$ cat src/rtl/send_pkt_pacer_if.sv
// ----------------------------------------------------------------------------
// send_pkt_pacer_if
//
// Groups the two valid/ready channels around the send-packet pacer:
//   mux_pacer_val / mux_pacer_data / pacer_mux_rdy  : mux -> pacer entry channel
//   pacer_dst_val / pacer_dst_data / dst_pacer_rdy  : pacer -> TX stage channel
//
// Modports:
//   slave  : the pacer itself (accepts entries from the mux, drives the TX side)
//   master : the surrounding environment (mux driver and TX stage)
// ----------------------------------------------------------------------------
interface send_pkt_pacer_if #(
    parameter int SEND_PKT_STRUCT_W = 32
);
    logic                         mux_pacer_val;
    logic [SEND_PKT_STRUCT_W-1:0] mux_pacer_data;
    logic                         pacer_mux_rdy;
    logic                         pacer_dst_val;
    logic [SEND_PKT_STRUCT_W-1:0] pacer_dst_data;
    logic                         dst_pacer_rdy;

    modport slave (
        input  mux_pacer_val,
        input  mux_pacer_data,
        output pacer_mux_rdy,
        output pacer_dst_val,
        output pacer_dst_data,
        input  dst_pacer_rdy
    );

    modport master (
        output mux_pacer_val,
        output mux_pacer_data,
        input  pacer_mux_rdy,
        input  pacer_dst_val,
        input  pacer_dst_data,
        output dst_pacer_rdy
    );
endinterface

$ cat src/rtl/send_pkt_pacer.sv
// ----------------------------------------------------------------------------
// send_pkt_pacer
//
// Buffers arbitrated send_pkt_struct entries from the two-source send-packet
// mux in a small first-word-fall-through FIFO and releases them to the TX
// header/assembly stage, inserting a programmable number of idle cycles
// between consecutive output handshakes.
//
// Ports:
//   clk             clock
//   rst             asynchronous reset, active-low
//   pif (slave)     mux entry channel and TX output channel (send_pkt_pacer_if)
//   cfg_gap_cycles  idle cycles forced after each output handshake (0 = none);
//                   sampled only at the handshake
//   fifo_occupancy  number of entries currently buffered (0..FIFO_DEPTH)
//
// Optional feature (define SEND_PKT_PACER_STATS_EN):
//   stat_pkts_sent     saturating count of output handshakes
//   stat_stall_cycles  saturating count of cycles with val high and rdy low
// ----------------------------------------------------------------------------
module send_pkt_pacer #(
    parameter int FIFO_DEPTH        = 8,
    parameter int GAP_W             = 8,
    parameter int SEND_PKT_STRUCT_W = 32
) (
    input  logic                          clk,
    input  logic                          rst,
    send_pkt_pacer_if.slave               pif,
    input  logic [GAP_W-1:0]              cfg_gap_cycles,
    output logic [$clog2(FIFO_DEPTH):0]   fifo_occupancy
`ifdef SEND_PKT_PACER_STATS_EN
    ,
    output logic [31:0]                   stat_pkts_sent,
    output logic [31:0]                   stat_stall_cycles
`endif
);

    localparam int PTR_W = $clog2(FIFO_DEPTH);
    localparam int OCC_W = PTR_W + 1;
    localparam logic [OCC_W-1:0] FULL_OCC = OCC_W'(FIFO_DEPTH);

    typedef enum logic {
        ST_READY = 1'b0,
        ST_GAP   = 1'b1
    } state_t;

    state_t                        state;
    state_t                        state_next;
    logic [GAP_W-1:0]              gap_cnt;
    logic [GAP_W-1:0]              gap_cnt_next;

    logic [PTR_W-1:0]              wr_ptr;
    logic [PTR_W-1:0]              rd_ptr;
    logic [OCC_W-1:0]              occ;
    logic [SEND_PKT_STRUCT_W-1:0]  mem [FIFO_DEPTH];

    logic                          full;
    logic                          empty;
    logic                          push;
    logic                          pop;

    // Saturating +1 used by the statistics counters.
    function automatic logic [31:0] sat_inc(input logic [31:0] v);
        return (v == 32'hFFFF_FFFF) ? v : v + 32'd1;
    endfunction

    assign full  = (occ == FULL_OCC);
    assign empty = (occ == '0);

    // Ready depends only on the registered occupancy (plus reset), so there is
    // no combinational path from dst_pacer_rdy. A pop in the same cycle does
    // not free a slot for a push when full.
    assign pif.pacer_mux_rdy  = rst & !full;

    // Output is gated by the registered occupancy, so an entry written this
    // cycle becomes visible no earlier than the next cycle.
    assign pif.pacer_dst_val  = (state == ST_READY) & !empty;
    assign pif.pacer_dst_data = pif.pacer_dst_val ? mem[rd_ptr] : '0;

    assign push = pif.mux_pacer_val & pif.pacer_mux_rdy;
    assign pop  = pif.pacer_dst_val & pif.dst_pacer_rdy;

    assign fifo_occupancy = occ;

    // Storage: data only, not reset.
    always_ff @(posedge clk) begin
        if (push) begin
            mem[wr_ptr] <= pif.mux_pacer_data;
        end
    end

    // FIFO control: pointers wrap naturally since FIFO_DEPTH is a power of two.
    always_ff @(posedge clk or negedge rst) begin
        if (!rst) begin
            wr_ptr <= '0;
            rd_ptr <= '0;
            occ    <= '0;
        end else begin
            if (push) begin
                wr_ptr <= wr_ptr + PTR_W'(1);
            end
            if (pop) begin
                rd_ptr <= rd_ptr + PTR_W'(1);
            end
            unique case ({push, pop})
                2'b10:   occ <= occ + OCC_W'(1);
                2'b01:   occ <= occ - OCC_W'(1);
                default: occ <= occ;
            endcase
        end
    end

    // Pacing FSM state register.
    always_ff @(posedge clk or negedge rst) begin
        if (!rst) begin
            state   <= ST_READY;
            gap_cnt <= '0;
        end else begin
            state   <= state_next;
            gap_cnt <= gap_cnt_next;
        end
    end

    // A handshake with a non-zero gap loads the counter; the counter value N
    // yields exactly N idle cycles because the exit happens on the edge after
    // the counter reads 1.
    always_comb begin
        state_next   = state;
        gap_cnt_next = gap_cnt;
        unique case (state)
            ST_READY: begin
                if (pop && (cfg_gap_cycles != '0)) begin
                    state_next   = ST_GAP;
                    gap_cnt_next = cfg_gap_cycles;
                end
            end
            ST_GAP: begin
                gap_cnt_next = gap_cnt - GAP_W'(1);
                if (gap_cnt == GAP_W'(1)) begin
                    state_next   = ST_READY;
                    gap_cnt_next = '0;
                end
            end
            default: begin
                state_next   = ST_READY;
                gap_cnt_next = '0;
            end
        endcase
    end

`ifdef SEND_PKT_PACER_STATS_EN
    always_ff @(posedge clk or negedge rst) begin
        if (!rst) begin
            stat_pkts_sent    <= '0;
            stat_stall_cycles <= '0;
        end else begin
            if (pop) begin
                stat_pkts_sent <= sat_inc(stat_pkts_sent);
            end
            if (pif.pacer_dst_val && !pif.dst_pacer_rdy) begin
                stat_stall_cycles <= sat_inc(stat_stall_cycles);
            end
        end
    end
`endif

endmodule

$ cat src/flat_wrapper.sv
// flat-port wrapper written by rule: the top's interface ports become plain ports
module send_pkt_pacer_flat 
#(
    parameter int FIFO_DEPTH        = 8,
    parameter int GAP_W             = 8,
    parameter int SEND_PKT_STRUCT_W = 32
)
  (clk, rst, cfg_gap_cycles, fifo_occupancy, pif_mux_pacer_val, pif_mux_pacer_data, pif_pacer_mux_rdy, pif_pacer_dst_val, pif_pacer_dst_data, pif_dst_pacer_rdy);
  send_pkt_pacer_if #(.SEND_PKT_STRUCT_W(SEND_PKT_STRUCT_W)) pif_i ();
  input  logic clk;
  input  logic rst;
  input  logic [GAP_W-1:0] cfg_gap_cycles;
  output logic [$clog2(FIFO_DEPTH):0] fifo_occupancy;
  input wire logic [$bits(pif_i.mux_pacer_val)-1:0] pif_mux_pacer_val;
  input wire logic [$bits(pif_i.mux_pacer_data)-1:0] pif_mux_pacer_data;
  output wire logic [$bits(pif_i.pacer_mux_rdy)-1:0] pif_pacer_mux_rdy;
  output wire logic [$bits(pif_i.pacer_dst_val)-1:0] pif_pacer_dst_val;
  output wire logic [$bits(pif_i.pacer_dst_data)-1:0] pif_pacer_dst_data;
  input wire logic [$bits(pif_i.dst_pacer_rdy)-1:0] pif_dst_pacer_rdy;
  assign pif_i.mux_pacer_val = pif_mux_pacer_val;
  assign pif_i.mux_pacer_data = pif_mux_pacer_data;
  assign pif_pacer_mux_rdy = pif_i.pacer_mux_rdy;
  assign pif_pacer_dst_val = pif_i.pacer_dst_val;
  assign pif_pacer_dst_data = pif_i.pacer_dst_data;
  assign pif_i.dst_pacer_rdy = pif_dst_pacer_rdy;
  send_pkt_pacer #(.FIFO_DEPTH(FIFO_DEPTH), .GAP_W(GAP_W), .SEND_PKT_STRUCT_W(SEND_PKT_STRUCT_W)) u_core (.clk(clk), .rst(rst), .pif(pif_i), .cfg_gap_cycles(cfg_gap_cycles), .fifo_occupancy(fifo_occupancy));
endmodule
$ cat config.mk
export PLATFORM = sky130hd
export DESIGN_NAME = send_pkt_pacer_flat
export DESIGN_NICKNAME = d
export VERILOG_FILES = /design/src/rtl/send_pkt_pacer_if.sv /design/src/rtl/send_pkt_pacer.sv /design/src/flat_wrapper.sv
export SDC_FILE = /design/constraint.sdc
export NUM_CORES = 1
export LEC_CHECK = 0
export ABC_AREA = 1
export CORE_ASPECT_RATIO = 1.5
export CORE_UTILIZATION = 40
export DETAILED_ROUTE_END_ITERATION = 8
export SLEW_MARGIN = 40
export SYNTH_ARGS = -nofsm -noshare
export SYNTH_HDL_FRONTEND = slang
export SYNTH_SLANG_ARGS = --single-unit
$ cat constraint.sdc
create_clock -name clk -period 5.4 [get_ports clk]
set_input_delay 1.35 -clock clk [delete_from_list [all_inputs] [get_ports clk]]
set_output_delay 1.35 -clock clk [all_outputs]
set_load 0.02 [all_outputs]
# Yosys cells after proc, flatten, opt, wreduce, memory -nomap -nowiden
# Memories as Yosys holds them, arrays and structs flattened.
# Index checks and enable logic that the tools add are counted.
dict set report totals {
  reg_bits 19
  ramBits 256
  inputBits 44
  output_inout_bits 38
  elab_cells 37
  n_memories 1
}
# name depth word_bits rd rd_clocked_by_memory_dff write_ports line
set memory_table {}
lappend memory_table {u_core.mem 8 32 1 0 1 send_pkt_pacer.sv:55} ;# logic [SEND_PKT_STRUCT_W-1:0] mem [FIFO_DEPTH];
dict set report op_classes {
  n_addsub 5
  eq_ne 5
  n_mux 10
  bitwise_logic 5
  n_reduce_logical 6
}
# operator n
set ops {}
lappend ops {{$mux W32} 1}
lappend ops {{$mux W8} 2}
lappend ops {{$pmux W8 S2} 1}
lappend ops {{$eq A8 B1 Y1 const B} 1}
lappend ops {{$pmux W4 S2} 1}
lappend ops {{$reduce_bool A8 Y1} 1}
lappend ops {{$sub A8 B1 Y8 const B} 1}
lappend ops {{$add A3 B1 Y3 const B} 2}
lappend ops {{$add A4 B1 Y4 const B} 1}
lappend ops {{$and A1 B1 Y1} 4}
lappend ops {{$eq A4 B4 Y1 const B} 1}
lappend ops {{$logic_not A4 Y1} 1}
lappend ops {{$mux W1} 4}
lappend ops {{$sub A4 B1 Y4 const B} 1}
lappend ops {{$eq A2 B1 Y1 const B} 1}
lappend ops {{$eq A2 B2 Y1 const B} 1}
lappend ops {{$logic_not A1 Y1} 2}
lappend ops {{$ne A2 B2 Y1 const B} 1}
lappend ops {{$pmux W1 S2} 1}
lappend ops {{$reduce_bool A2 Y1} 1}
lappend ops {{$logic_and A1 B1 Y1} 1}
lappend ops {{$not A1 Y1} 1}

# Depth between registers and ports, before layout
dict set report depth {
  depth_word 7
  mapped_depth 13
}

# Least setup slack after synthesis
# Ideal clock, no wire load.
dict set report synth_timing {
  path_type {input to register}
  start {input port pif_mux_pacer_val}
  end {memory u_core.mem[0][0], enable pin}
  t_arrival_ps 3138
  required_time_ps 4979
  setup_slack_ps 1841
  path_stages 3
  n_path_buf 0
  cell_sequence {nand3_1 > or2_1 > nor2_1}
}
dict set report synth_between {
  elab_chain_cells 3
}
# element line
set synth_rtl {}
lappend synth_rtl {{start, declared} flat_wrapper.sv:14} ;# input wire logic [$bits(pif_i.mux_pacer_val)-1:0] pif_mux_pacer_val;
lappend synth_rtl {{$and A1 B1 Y1} send_pkt_pacer.sv:80} ;# assign push = pif.mux_pacer_val & pif.pacer_mux_rdy;
lappend synth_rtl {{$mux W1} send_pkt_pacer.sv:87} ;# if (push) begin
lappend synth_rtl {{$mux W1 (implied by the code)} send_pkt_pacer.sv:88} ;# mem[wr_ptr] <= pif.mux_pacer_data;
lappend synth_rtl {{end, declared} send_pkt_pacer.sv:55}
# Every way passes these cells.

# Final worst setup path
dict set report layout_timing {
  start {register u_core.rd_ptr[0]}
  end {output port pif_pacer_dst_data[28]}
}
dict set report layout_between {
  elab_chain_cells 2
}
# element line
set layout_rtl {}
lappend layout_rtl {{start, declared} send_pkt_pacer.sv:53} ;# logic [PTR_W-1:0] rd_ptr;
lappend layout_rtl {{start signal, assigned} send_pkt_pacer.sv:103} ;# rd_ptr <= rd_ptr + PTR_W'(1);
lappend layout_rtl {{$mem_v2 Z8 W32} n/a}
lappend layout_rtl {{$mux W32} send_pkt_pacer.sv:78} ;# assign pif.pacer_dst_data = pif.pacer_dst_val ? mem[rd_ptr] : '0;
lappend layout_rtl {{end, declared} flat_wrapper.sv:18} ;# output wire logic [$bits(pif_i.pacer_dst_data)-1:0] pif_pacer_dst_data;
# Every way passes these cells.

==> metrics <==
CP Capture Type primary output; Worst Hold Path EP u_core.fifo_occupancy[3]; area grow syn2layout 16.6%; VDD IR max 249 uV; Overflow after GRT 0; CTS tree built; RSZ-0062 raised after global routing no; arrival time at the worst endpoint 3.25 ns; predominant post-synthesis flop cell edfxtp_1; DRC 0; Synth Warn # 0; maxcap violations 0; hold crit path type register to register; DRT Pass-1 Iters 5; synth unique cells 32; final hold slack 0.529 ns; cell taking the most area after synthesis edfxtp_1; top cells by area, synth edfxtp_1, nor2_1, o21ai_0, dfrtp_1, nand2_1; worst slew pin tran 0.758 ns; Seq pwr share 57.1%; register area share after synthesis 72.1%; startpoint type of the worst setup path register; most frequent cells in the layout edfxtp_1, nor2_1, o21ai_0, nand2_1, clkdlybuf4s50_1; P_leak 4.39 nW; FF-to-FF Start u_core.fifo_occupancy[0]; Synth top area share 67.9%; most common cell after layout, fill and taps aside edfxtp_1; CTS Root Cell clkbuf_16; die height 208 um; post-layout min period 4.60 ns; Worst R2R End u_core.mem[6][21]; pins over their slew limit 0; routed wire length 24.4 mm; core area 27,900 um^2; CP max stage cell dfrtp_4; hold path start u_core.fifo_occupancy[3]; clock group share of total power 35.3%; vias in the first global route 7,284; status finished clean; DR vias/cell 5.27; Comb pwr share 7.6%; Synth Area in Compound Gates 10.5%; proportion of synthesized flip-flops having asynchronous set or reset 6.91%; number of fill cells 2,455; Longest Clk Path Bufs 3; Layout Nets 1,061; Iteration-0 DRC Markers 563; Final GP Congestion 0.739; Post-Synth Simple-Gate Area 12.7%; H-tree levels 1; fraction of layout cells with a size suffix above 1 7.02%; initial antenna violation count 1; Routed Antenna Nets 0; Max Clk Rate 0.217 GHz; DR vias 7,221; post-synthesis xor/xnor area fraction 0.542%; synthesized cell area 11,300 um^2; Num Clock Sinks 275; TNS Setup 0 ns; worst-case reg-to-reg path depth 6; final setup fails 0; Ant. Diodes 0; hold-critical path depth 2; Power Dens Cells 337 nW/um^2; largest family of logic cells by synthesized area simple AND/OR/NAND/NOR gates; Rows 75; Post-DP Area 12,500 um^2; Reg2Reg Setup Slack 2.91 ns; Post-CTS Hold Buffers 0; mux contribution to synthesized area 0%; clk_lat worst skew 0.53 ns; Net Count, Synth 988; total power 0.00444 W; Num CTS Buffers 25; Post-CTS Setup Inserts 0; synthesized area per cell 12.1 um^2; Post-Synth Adder-Cell Area 0.774%; Layout Cell Area excl Fill 13,200 um^2; GRT Util Overall 17.3%; P_int 0.00344 W; crit share post-route 85.3%; Worst setup startpoint u_core.rd_ptr[0]; Worst-path clk slew 0.06 ns; Relative slew margins 49.5%; Die Wd 139 um; number of synthesized flops with an enable pin 256; Psw 0.00101 W; switch share 22.7%; Starting Density 40.6%; Gates resized, CTS repair 0; IO Pins 82; Final Hold Vio Count 0; Required @ worst endpoint 4.05 ns; critical path class register to primary output; Max Clock Skew 0.0200 ns; first-pass GRT wire length 39.1 mm; Final Util 47.3%; Seq cells post-synth 275; Die Area 29,000 um^2; Port Buffer Count 81; critical-path cell list clkinv_2 -> buf_4 -> o21ai_0 -> o211ai_1 -> nand2_1 -> nor2_1 -> clkdlybuf4s50_1; hpwl dp 13.5 mm; CP Buf/Inv Count 3; Mapped Cells 937; DR WL/cell 17.8 um; CP max stage delay 0.75 ns; critical path's top delay family buffers and inverters; largest net degree at the start of global routing 98; Worst Path Max Fanout 45
==> final cells by class <==
type | instances | area (um^2) | area share [%]
well taps | 346 | 433 | 3.28
multi-input cells | 586 | 2830 | 21.5
clock inverters | 12 | 57.6 | 0.436
inverters | 23 | 90.1 | 0.683
clock buffers | 30 | 644 | 4.88
flip-flops and latches | 275 | 8170 | 61.9
repair buffers | 99 | 962 | 7.29
==> how the worst max path moves through the flow <==
| stage | end | cells after the start |
|---|---|---|
| after global placement | pif_pacer_mux_rdy | 3 |
| final | pif_pacer_dst_data[28] | 7 |
| after global routing | pif_pacer_dst_data[0] | 7 |
| after detailed placement | pif_pacer_mux_rdy | 3 |
| after floorplan | u_core.mem[0][0] | 3 |
| after CTS | pif_pacer_dst_data[31] | 7 |
==> synthesized netlist by cell type (2+ instances only) <==
cell type / count
edfxtp_1: 256
nor2_1: 243
o21ai_0: 136
nand2_1: 95
o211ai_1: 32
o22ai_1: 32
inv_1: 20
dfrtp_1: 19
clkbuf_1: 18
nand3_1: 17
buf_2: 14
buf_4: 10
ha_1: 7
xor2_1: 5
buf_6: 4
clkbuf_2: 4
buf_1: 3
o21ai_2: 3
inv_2: 2
nand2_4: 2
nand3_2: 2
nand4_1: 2
xnor2_1: 2
==> worst reg2reg max path: stages (launching register included) <==
cell,delay (ns)
dfrtp_1,0.50
nor2_4,0.08
nand3_1,0.10
nand3_1,0.18
or2_1,0.43
nor2_4,0.44
buf_4,0.43
==> per-layer routing <==
metal | track usage, % | part of all wire [%]
met1 | 21.5 | 41
met2 | 30.7 | 52
met3 | 2.42 | 4.7
met4 | 6.17 | 2.1
met5 | 0 | 0.049
==> cells by family after synthesis <==
logic type / Yosys count
adder cells (fa/ha/maj): 7
AND/OR/NAND/NOR: 365
AO/OA/AOI/OAI: 207
buffers and inverters: 76
XOR/XNOR: 7
flip-flops: 275
==> stage by stage <==
stage / std cells / setup WS, ns
after floorplan: 937 / 1.84
after global placement: 1329 / 1.18
after detailed placement: 1329 / 1.17
after CTS: 1371 / 0.748
after global routing: 1371 / 0.568
final: 1371 / 0.796
==> state kept, by name (all words and copies together), names as in the netlist <==
| signal | cells |
|---|---|
| u_core.gap_cnt | 8 |
| u_core.fifo_occupancy | 4 |
| u_core.state | 1 |
| u_core.mem | 256 |
| u_core.rd_ptr | 3 |
| u_core.wr_ptr | 3 |
==> power by group through the flow <==
stage | combinational [W] | sequential (W) | clock [W]
floorplan | 0.000146 | 0.00259 | 0
global placement | 0.000340 | 0.00258 | 0
detailed placement | 0.000345 | 0.00258 | 0
CTS | 0.000347 | 0.00254 | 0.00161
global route | 0.000375 | 0.00255 | 0.00169
finish | 0.000339 | 0.00254 | 0.00157
(Power assumes the default switching activity.)
